### config.mk
export PLATFORM = sky130hd
export DESIGN_NAME = qsfp_link_ctrl
export DESIGN_NICKNAME = d
export VERILOG_FILES = /design/src/rtl/eth_40gb_pkg.sv /design/src/rtl/qsfp_link_ctrl.sv
export SDC_FILE = /design/constraint.sdc
export NUM_CORES = 1
export LEC_CHECK = 0
export CAP_MARGIN = 20
export CORE_MARGIN = 3
export CORE_UTILIZATION = 60
export CTS_CLUSTER_DIAMETER = 60
export CTS_CLUSTER_SIZE = 30
export DETAILED_ROUTE_END_ITERATION = 8
export PLACE_DENSITY_LB_ADDON = 0.1
export SETUP_SLACK_MARGIN = 0.2
export SYNTH_ARGS = -nofsm -noshare
export SYNTH_HDL_FRONTEND = slang
export SYNTH_SLANG_ARGS = --single-unit
export TNS_END_PERCENT = 30
### constraint.sdc
create_clock -name clk -period 6.05 [get_ports clk]
set_input_delay 1.5125 -clock clk [delete_from_list [all_inputs] [get_ports clk]]
set_output_delay 1.5125 -clock clk [all_outputs]
set_load 0.01 [all_outputs]
### src/rtl/eth_40gb_pkg.sv
// Shared types and constants for the 40GbE QSFP port.
package eth_40gb_pkg;

  localparam int unsigned LANES_40G = 4;
  localparam int unsigned RETRY_W   = 4;

  typedef enum logic [2:0] {
    NO_MOD     = 3'd0,
    MOD_RST    = 3'd1,
    MOD_INIT   = 3'd2,
    PHY_RST    = 3'd3,
    WAIT_READY = 3'd4,
    WAIT_LOCK  = 3'd5,
    LINK_UP    = 3'd6,
    FAULT      = 3'd7
  } link_state_t;

  function automatic int unsigned max_u(input int unsigned a, input int unsigned b);
    return (a > b) ? a : b;
  endfunction

endpackage

### src/rtl/qsfp_link_ctrl.sv
// QSFP link bring-up sequencer: module sideband, PHY reset, lane qualification,
// timeout/retry and debounced link_up. Optional statistics: QSFP_LINK_STATS_EN.
module qsfp_link_ctrl
  import eth_40gb_pkg::*;
#(
  parameter int unsigned LANES           = LANES_40G,
  parameter int unsigned MOD_RST_CYCLES  = 512,
  parameter int unsigned MOD_INIT_CYCLES = 65536,
  parameter int unsigned PHY_RST_CYCLES  = 64,
  parameter int unsigned READY_TIMEOUT   = 1048576,
  parameter int unsigned LOCK_STABLE     = 1024,
  parameter int unsigned MAX_RETRIES     = 8
) (
  input  logic               clk,
  input  logic               reset,
  input  logic               mod_prsn,
  input  logic [LANES-1:0]   tx_ready,
  input  logic [LANES-1:0]   rx_ready,
  input  logic [LANES-1:0]   rx_blk_lock,
  input  logic [LANES-1:0]   rx_highber,
  input  logic               restart,
  output logic               qsfp_rstn,
  output logic               qsfp_lp_mode,
  output logic               qsfp_mod_seln,
  output logic               phy_reset,
  output logic               link_up,
  output logic               fault,
  output link_state_t        state,
  output logic [RETRY_W-1:0] retry_cnt
`ifdef QSFP_LINK_STATS_EN
  ,
  output logic [15:0]        link_drop_cnt,
  output logic [LANES-1:0]   lane_lock_lost
`endif
);

  localparam int unsigned PH_MAX = max_u(max_u(MOD_RST_CYCLES, MOD_INIT_CYCLES), PHY_RST_CYCLES);
  localparam int unsigned PH_W   = $clog2(PH_MAX + 1);
  localparam int unsigned ST_W   = $clog2(LOCK_STABLE + 1);
  localparam int unsigned TO_W   = $clog2(READY_TIMEOUT + 1);

  localparam logic [PH_W-1:0]    MOD_RST_LAST  = PH_W'(MOD_RST_CYCLES - 1);
  localparam logic [PH_W-1:0]    MOD_INIT_LAST = PH_W'(MOD_INIT_CYCLES - 1);
  localparam logic [PH_W-1:0]    PHY_RST_LAST  = PH_W'(PHY_RST_CYCLES - 1);
  localparam logic [ST_W-1:0]    STABLE_LAST   = ST_W'(LOCK_STABLE - 1);
  localparam logic [TO_W-1:0]    TMO_LAST      = TO_W'(READY_TIMEOUT - 1);
  localparam logic [RETRY_W-1:0] RETRY_LIM     = RETRY_W'(MAX_RETRIES);
  localparam logic [RETRY_W-1:0] RETRY_SAT     = {RETRY_W{1'b1}};

  link_state_t        state_q, state_d;
  logic [PH_W-1:0]    phase_q, phase_d;
  logic [ST_W-1:0]    stable_q, stable_d;
  logic [TO_W-1:0]    tmo_q, tmo_d;
  logic [RETRY_W-1:0] retry_q, retry_d, retry_inc;
  logic               rstn_q, rstn_d, lp_q, lp_d, seln_q, seln_d;
  logic               phyrst_q, phyrst_d, linkup_q, linkup_d, fault_q, fault_d;
  logic               all_ok, phy_rdy, tmo_hit, clr_stats;

  // Lane qualification and timeout/retry helpers.
  always_comb begin
    all_ok    = &(tx_ready & rx_ready & rx_blk_lock & ~rx_highber);
    phy_rdy   = &(tx_ready & rx_ready);
    tmo_hit   = (tmo_q == TMO_LAST);
    retry_inc = (retry_q == RETRY_SAT) ? retry_q : retry_q + RETRY_W'(1);
  end

  // Next state and counters; removal beats restart, restart beats everything else.
  always_comb begin
    state_d   = state_q;
    phase_d   = '0;
    stable_d  = '0;
    tmo_d     = '0;
    retry_d   = retry_q;
    clr_stats = 1'b0;
    case (state_q)
      NO_MOD:   state_d = MOD_RST;
      MOD_RST: begin
        phase_d = phase_q + PH_W'(1);
        if (phase_q == MOD_RST_LAST) state_d = MOD_INIT;
      end
      MOD_INIT: begin
        phase_d = phase_q + PH_W'(1);
        if (phase_q == MOD_INIT_LAST) state_d = PHY_RST;
      end
      PHY_RST: begin
        phase_d = phase_q + PH_W'(1);
        if (phase_q == PHY_RST_LAST) state_d = WAIT_READY;
      end
      WAIT_READY: begin
        tmo_d = tmo_q + TO_W'(1);
        if (phy_rdy) begin
          state_d = WAIT_LOCK;
        end else if (tmo_hit) begin
          retry_d = retry_inc;
          state_d = (retry_inc == RETRY_LIM) ? FAULT : PHY_RST;
        end
      end
      WAIT_LOCK: begin
        tmo_d    = tmo_q + TO_W'(1);
        stable_d = all_ok ? stable_q + ST_W'(1) : '0;
        if (all_ok && (stable_q == STABLE_LAST)) begin
          state_d = LINK_UP;
          retry_d = '0;
        end else if (tmo_hit) begin
          retry_d = retry_inc;
          state_d = (retry_inc == RETRY_LIM) ? FAULT : PHY_RST;
        end
      end
      LINK_UP:  if (!all_ok) state_d = PHY_RST;
      FAULT:    state_d = FAULT;
      default:  state_d = NO_MOD;
    endcase
    if (state_d != state_q) begin
      phase_d  = '0;
      stable_d = '0;
    end
    if ((state_d != WAIT_READY) && (state_d != WAIT_LOCK)) tmo_d = '0;
    if (restart && (state_q != NO_MOD)) begin
      state_d   = MOD_RST;
      phase_d   = '0;
      stable_d  = '0;
      tmo_d     = '0;
      retry_d   = '0;
      clr_stats = 1'b1;
    end
    if (mod_prsn) begin
      state_d   = NO_MOD;
      phase_d   = '0;
      stable_d  = '0;
      tmo_d     = '0;
      retry_d   = retry_q;
      clr_stats = 1'b0;
    end
  end

  // Sideband/status levels for the state being entered.
  always_comb begin
    rstn_d   = 1'b1;
    lp_d     = 1'b0;
    seln_d   = 1'b0;
    phyrst_d = 1'b0;
    linkup_d = 1'b0;
    fault_d  = 1'b0;
    case (state_d)
      NO_MOD, MOD_RST: begin
        rstn_d   = 1'b0;
        lp_d     = 1'b1;
        seln_d   = 1'b1;
        phyrst_d = 1'b1;
      end
      MOD_INIT, PHY_RST: phyrst_d = 1'b1;
      LINK_UP:           linkup_d = 1'b1;
      FAULT: begin
        phyrst_d = 1'b1;
        fault_d  = 1'b1;
      end
      default: ;
    endcase
  end

`ifdef QSFP_LINK_STATS_EN
  localparam int unsigned DROP_W = 16;
  logic [DROP_W-1:0] drop_q, drop_d;
  logic [LANES-1:0]  lost_q, lost_d;

  // Saturating drop counter and sticky per-lane lock-loss while up.
  always_comb begin
    drop_d = drop_q;
    lost_d = lost_q;
    if (state_q == LINK_UP) lost_d = lost_q | ~rx_blk_lock;
    if ((state_q == LINK_UP) && (state_d == PHY_RST) && (drop_q != {DROP_W{1'b1}}))
      drop_d = drop_q + DROP_W'(1);
    if (clr_stats) begin
      drop_d = '0;
      lost_d = '0;
    end
  end

  // Statistics registers.
  always_ff @(posedge clk) begin
    if (reset) begin
      drop_q <= '0;
      lost_q <= '0;
    end else begin
      drop_q <= drop_d;
      lost_q <= lost_d;
    end
  end

  assign link_drop_cnt  = drop_q;
  assign lane_lock_lost = lost_q;
`endif

  // State, counters and registered outputs.
  always_ff @(posedge clk) begin
    if (reset) begin
      state_q  <= NO_MOD;
      phase_q  <= '0;
      stable_q <= '0;
      tmo_q    <= '0;
      retry_q  <= '0;
      rstn_q   <= 1'b0;
      lp_q     <= 1'b1;
      seln_q   <= 1'b1;
      phyrst_q <= 1'b1;
      linkup_q <= 1'b0;
      fault_q  <= 1'b0;
    end else begin
      state_q  <= state_d;
      phase_q  <= phase_d;
      stable_q <= stable_d;
      tmo_q    <= tmo_d;
      retry_q  <= retry_d;
      rstn_q   <= rstn_d;
      lp_q     <= lp_d;
      seln_q   <= seln_d;
      phyrst_q <= phyrst_d;
      linkup_q <= linkup_d;
      fault_q  <= fault_d;
    end
  end

  assign qsfp_rstn     = rstn_q;
  assign qsfp_lp_mode  = lp_q;
  assign qsfp_mod_seln = seln_q;
  assign phy_reset     = phyrst_q;
  assign link_up       = linkup_q;
  assign fault         = fault_q;
  assign state         = state_q;
  assign retry_cnt     = retry_q;

endmodule

==> out/metrics.cfg, run 1 <==
[yosys]
synthFlopType = dfxtp_1
yosysTopAreaCell = dfxtp_1
ys_seq_elements = 61
syn_nets = 371
ys.warnings.count = 0
synth.most_common_cell = dfxtp_1
synth_edf_count = 0
synth_top_cell_area_share = 0.380
synth.distinct_cells = 69
synthArstFlopShare = 0
synth_area_sq_mm = 0.00322
yosysSeqAreaShare = 0.380
syn_avg_cell_area_sq_um = 9.30
synth_common_cells = 61 x dfxtp_1, 32 x nor2_1, 24 x nand3_1, 24 x xnor2_1, 23 x a21oi_1
synth_area_leaders = dfxtp_1 38%, xnor2_1 6.5%, nor3_2 5.6%
synth_cells = 346

[worst_setup_path]
r2r-end = tmo_q[2]
endpoint = link_up
path_depth = 6
reg2regPathDepth = 7
path_buf_inv = 1
timing.rr.start = tmo_q[0]
cp-start-kind = primary input
path_class = primary input to flip-flop
end_kind = flip-flop
crit_chain = clkdlybuf4s50_1 > nor4bb_1 > and4_2 > nand3_1 > a41o_4 > nor4b_2
arrival_ps = 3670
critPathLaunch = rx_blk_lock[2]
cp.required_ps = 6300
crit_path_max_fanout = 25
path_delay_family = simple AND/OR/NAND/NOR gates
max_stage_delay_ps = 510
reg2reg_setup_slack_ps = 3340
crit_slowest_cell = nor4bb_1

[floorplan]
die_w_um = 79.2
die_h_um = 79.2
num_rows = 26
core-area_sq_mm = 0.00514
io_pins = 33
start_util = 0.626
die-area_sq_mm = 0.00628

[clocking]
cts-buffers-inserted = 9
cts.sinks = 61
cts_buffer_depth = 2
htree_levels = 3
post_cts.repair.setup_buffers = 0
clock_latency_ps = 340
cts_resized = 0
hold_buffers = 0
cts_tree = built
cts-root-buf = clkbuf_8
clk_pin_slew_ps = 70

[placed_design]
placedCellCount = 435
portBuffers = 32
placed_area_sq_mm = 0.00353
place_hpwl_mm = 4.61
gp_congestion = 0.827

[timing]
worstMarginPinSlew_ps = 1090
finalSetupViolCount = 0
slew_viol_final = 0
min_period_ps = 3410
fmax_ghz = 0.293
rsz0062_at_grt = no
tns_ps = 0
hold_viol_final = 0
finalClockSkew_ps = 10.6
period_share = 0.564
relSlewSlack = 0.265
holdWs_ps = 469

[route]
antenna_left = 0
wirelength_mm = 6.55
drtIter0Drc = 99
post_drt_wl_per_cell_um = 14.5
route.detailed.drc = 0
dr_total_vias = 2618
dr.pass1.iters = 4
via_per_inst = 5.80

[finish]
drive_gt1_frac = 0.163
finalNonFillerCells = 451
final_area_sq_mm = 0.00372
area_growth_pct = 15.7
fin_nets = 401
utilization = 0.724
antenna_cells = 0

[pwr]
leakage_nw = 1.16
p_per_area_mw_per_mm2 = 211
irDropWorstVdd_v = 0.000146

[worst_hold_path]
hold_depth = 1
hold_path_class = flip-flop to flip-flop

[global_route]
antenna_found_initial = 0
grt_max_degree = 26
gr-total-overflow = 0
grt_pass1_wl_mm = 11.3
grt_pass1_vias = 2535
grt_usage = 0.224

[job]
maxCapViolations = 0

[status]
status = completed

==> per-stage QoR <==
step / total power [mW] / setup WS (ps)
after CTS: 0.793 / 2620
after global placement: 0.438 / 2410
final: 0.785 / 2640
after detailed placement: 0.438 / 2260
after floorplan: 0.423 / 3100
after global routing: 0.809 / 2420
==> cell usage in the layout (no fill, tap or decap), types with 5 or more instances in the layout <==
master,count
a21oi_1,23
and3_1,6
clkbuf_8,10
clkdlybuf4s50_1,32
dfxtp_1,61
ha_1,5
inv_1,14
nand2_1,17
nand3_1,24
nand4_1,10
nor2_1,32
nor3_1,10
nor3_2,18
nor4_1,5
xnor2_1,24
xor2_1,17
==> final cells by class <==
cell class / instances / area, sq um
multi-input combinational: 257 / 1840
fill: 412 / 1420
clock buffer: 12 / 145
clock inverter: 4 / 47.5
inverter: 14 / 52.6
sequential: 61 / 1220
tap: 70 / 87.6
timing repair buffer: 33 / 328
==> where the power goes <==
group	internal, mW	leakage [nW]	switching [mW]
clock	0.200	0.0964	0.156
sequential	0.402	0.491	0.00178
combinational	0.0154	0.571	0.0103
==> how the worst min path moves through the flow <==
stage                 from           to  slack (ps)
5_1_grt           tmo_q[0]     tmo_q[0]         480
3_3_place_gp   stable_q[0]  stable_q[0]         460
3_5_place_dp      tmo_q[0]     tmo_q[0]         460
4_1_cts         phase_q[0]   phase_q[0]         470
2_1_floorplan   phase_q[0]   phase_q[0]         440
6_report          tmo_q[0]     tmo_q[0]         470
==> sequential cells by signal, summed over array words and instances (netlist names) <==
register	cells
stable_q	11
link_up	1
phy_reset	1
tmo_q	21
qsfp_rstn	1
qsfp_mod_seln	1
phase_q	17
fault	1
retry_cnt	4
state	3
==> cell families after synthesis <==
kind of cell,share of synthesized area
AOI/OAI and AO/OA,0.123
adders and majority gates,0.0194
DFF,0.380
and+or+nand+nor,0.318
xor gates and xnor gates,0.112
buffers and inverters,0.0486
==> worst reg2reg max path, stage by stage (launching register included) <==
cell and delay, ps:
dfxtp_1 360, ha_1 250, nand3_1 140, nor4_1 940
a32oi_2 320, o211ai_2 140, buf_4 350, nor3_1 100
==> per-layer routing <==
metal	GRT usage	vias to the layer above	share of wire
met2	0.364	60	0.46
met4	0.108	0	0.012
li1	-	1314	-
met5	0	-	0
met3	0.0476	11	0.055
met1	0.283	1233	0.47
Note: power is estimated with default switching activity, not from simulation.
==> run 2, diff against run 1 <==
- CORE_UTILIZATION: 60 -> 57
- clock period: 6.05 -> 3.3 ns (I/O delays scaled with it)
==> run 2 against run 1 <==
Compared with the run above:
- combinational power is 81% higher
- sequential power is 83% higher
- final cell count is 0.22% higher
- largest cell class unchanged
- highest routed layer unchanged
- total power is 77% higher
- final area is 0.34% higher
- critical endpoint is now fault
- flip-flop and latch count stayed put
- sequential share of layout area is 0.11 points lower
- non-clock buffer count is 2 higher
- count of clock-buffer cells in the layout is 2 higher
- global-route usage is 0.071 points lower
==> out/metrics.cfg, run 2 (synthesis gave the netlist of run 1 again) <==
[timing]
finalSetupViolCount = 0  ; unchanged
holdWs_ps = 473  ; +3.71 ps
tns_ps = 0  ; unchanged
min_period_ps = 2700
hold_viol_final = 0  ; unchanged
relSlewSlack = 0.422  ; +0.157
rsz0062_at_grt = no
slew_viol_final = 0  ; unchanged
finalWorstSetupSlack_ps = 598  ; -2040 ps
fmax_ghz = 0.370
worstMarginPinSlew_ps = 846  ; -247 ps
finalClockSkew_ps = 6.05  ; -4.54 ps
period_share = 0.819

[route]
route.detailed.drc = 0  ; unchanged
dr_total_vias = 2610  ; -0.31%
antenna_left = 0  ; unchanged
post_drt_wl_per_cell_um = 14.4  ; -0.71%
wirelength_mm = 6.52  ; -0.49%
drtIter0Drc = 105  ; +6.1%
via_per_inst = 5.77  ; -0.53%
dr.pass1.iters = 5  ; +1

[finish]
drive_gt1_frac = 0.165  ; +0.00219
fillerInstances = 417  ; +1.2%
fin_nets = 403  ; +0.50%
top_regs = tmo_q: 21 flops, phase_q: 17 flops, stable_q: 11 flops
area_growth_pct = 16.1
final_common_cell = dfxtp_1
largest_reg_flops = 21  ; unchanged
regMostFlops = tmo_q
mostFrequentLayoutCells = 61 x dfxtp_1, 32 x nor2_1, 32 x clkdlybuf4s50_1
antenna_cells = 0  ; unchanged

[global_route]
grt_max_degree = 26  ; unchanged
grt_pass1_vias = 2487  ; -1.9%
grt_usage = 0.224  ; -0.000709
gr-total-overflow = 0  ; unchanged
grt_pass1_wl_mm = 11.4  ; +1.2%
antenna_found_initial = 0  ; unchanged

[status]
status = completed

[clocking]
cts.sinks = 61  ; unchanged
cts_buffer_depth = 2  ; unchanged
cts_resized = 0  ; unchanged
cts-buffers-inserted = 9  ; unchanged
cts-root-buf = clkbuf_8
post_cts.repair.setup_buffers = 0  ; unchanged
clk_pin_slew_ps = 60  ; about the same
cts_tree = built
hold_buffers = 0  ; unchanged
clock_latency_ps = 330  ; about the same
htree_levels = 3  ; unchanged

[worst_setup_path]
path_class = flip-flop to flip-flop
timing.rr.start = retry_cnt[0]
cp.required_ps = 3550  ; -2750 ps
arrival_ps = 2950  ; -720 ps
end_kind = flip-flop
critPathLaunch = retry_cnt[0]
crit_path_max_fanout = 25  ; unchanged
cp-start-kind = flip-flop

[placed_design]
portBuffers = 32  ; unchanged
gp_congestion = 0.852  ; +3.0%
pre_cts_slack_ps = 274  ; -1990 ps
place_hpwl_mm = 4.60  ; -0.19%

[floorplan]
start_util = 0.610  ; -0.0155
die-area_sq_mm = 0.00658  ; +4.9%
num_rows = 26  ; unchanged
core-area_sq_mm = 0.00527  ; +2.5%
die_w_um = 81.1  ; +2.4%
io_pins = 33  ; unchanged
die_h_um = 81.1  ; +2.4%

[worst_hold_path]
hp-start = tmo_q[0]
hold_path_class = flip-flop to flip-flop

[pwr]
p_per_area_mw_per_mm2 = 371  ; +76%
leakage_nw = 1.17  ; +1.2%
power_mw = 1.39  ; +77%
irDropWorstVdd_v = 0.000329  ; +130%

[job]
maxCapViolations = 0  ; unchanged

## run 2: changes by cell type in the layout (fill, tap and decap cells not counted), sizes merged
| cell | change |
|---|---|
| clkinvlp | -1 |
| clkbuf | +2 |
| buf | +2 |
| clkinv | -1 |
| bufinv | -1 |
## run 2: through the flow
step	util	cells	cell area, sq um
after detailed placement	0.675	437	3560
after global routing	0.708	452	3730
final	0.708	452	3730
after CTS	0.708	452	3730
after floorplan	-	346	3220
after global placement	0.675	437	3560
## run 2: worst paths after layout
check                                end  slack (ps)  cells past startpoint
worst max-delay path               fault         600                      6
worst min-delay path            tmo_q[0]         470                      1
worst max register to register     fault         600                      6
worst min register to register  tmo_q[0]         470                      1
## run 2: worst max-delay path, cell delays in order (launching register included)
cell       delay [ps]
dfxtp_1           330
ha_1              250
or3b_2            450
a2111oi_0         750
a21oi_2            90
a41o_4            440
nor4b_2           300
## run 2: power by group
group | leakage, nW | switching, mW | total [mW] | internal, mW
registers | 0.491 | 0.00326 | 0.741 | 0.737
clock network | 0.0926 | 0.270 | 0.600 | 0.330
logic | 0.588 | 0.0181 | 0.0464 | 0.0282
## run 2: area by class of cell
cell class	count	area, sq um	share of cell area
multi-input cells	257	1840	0.493
clock buffers	14	173	0.0462
clock inverters	1	5.00	0.00134
flip-flops and latches	61	1220	0.327
repair buffers	35	355	0.0952
well taps	70	87.6	0.0235
inverters	14	52.6	0.0141
## run 2: per-layer routing
| metal | wire [um] | global-route usage |
|---|---|---|
| met1 | 3010 | 0.282 |
| met2 | 2990 | 0.363 |
| met3 | 451 | 0.0754 |
| met4 | 68 | 0.0659 |
| met5 | 0 | 0 |
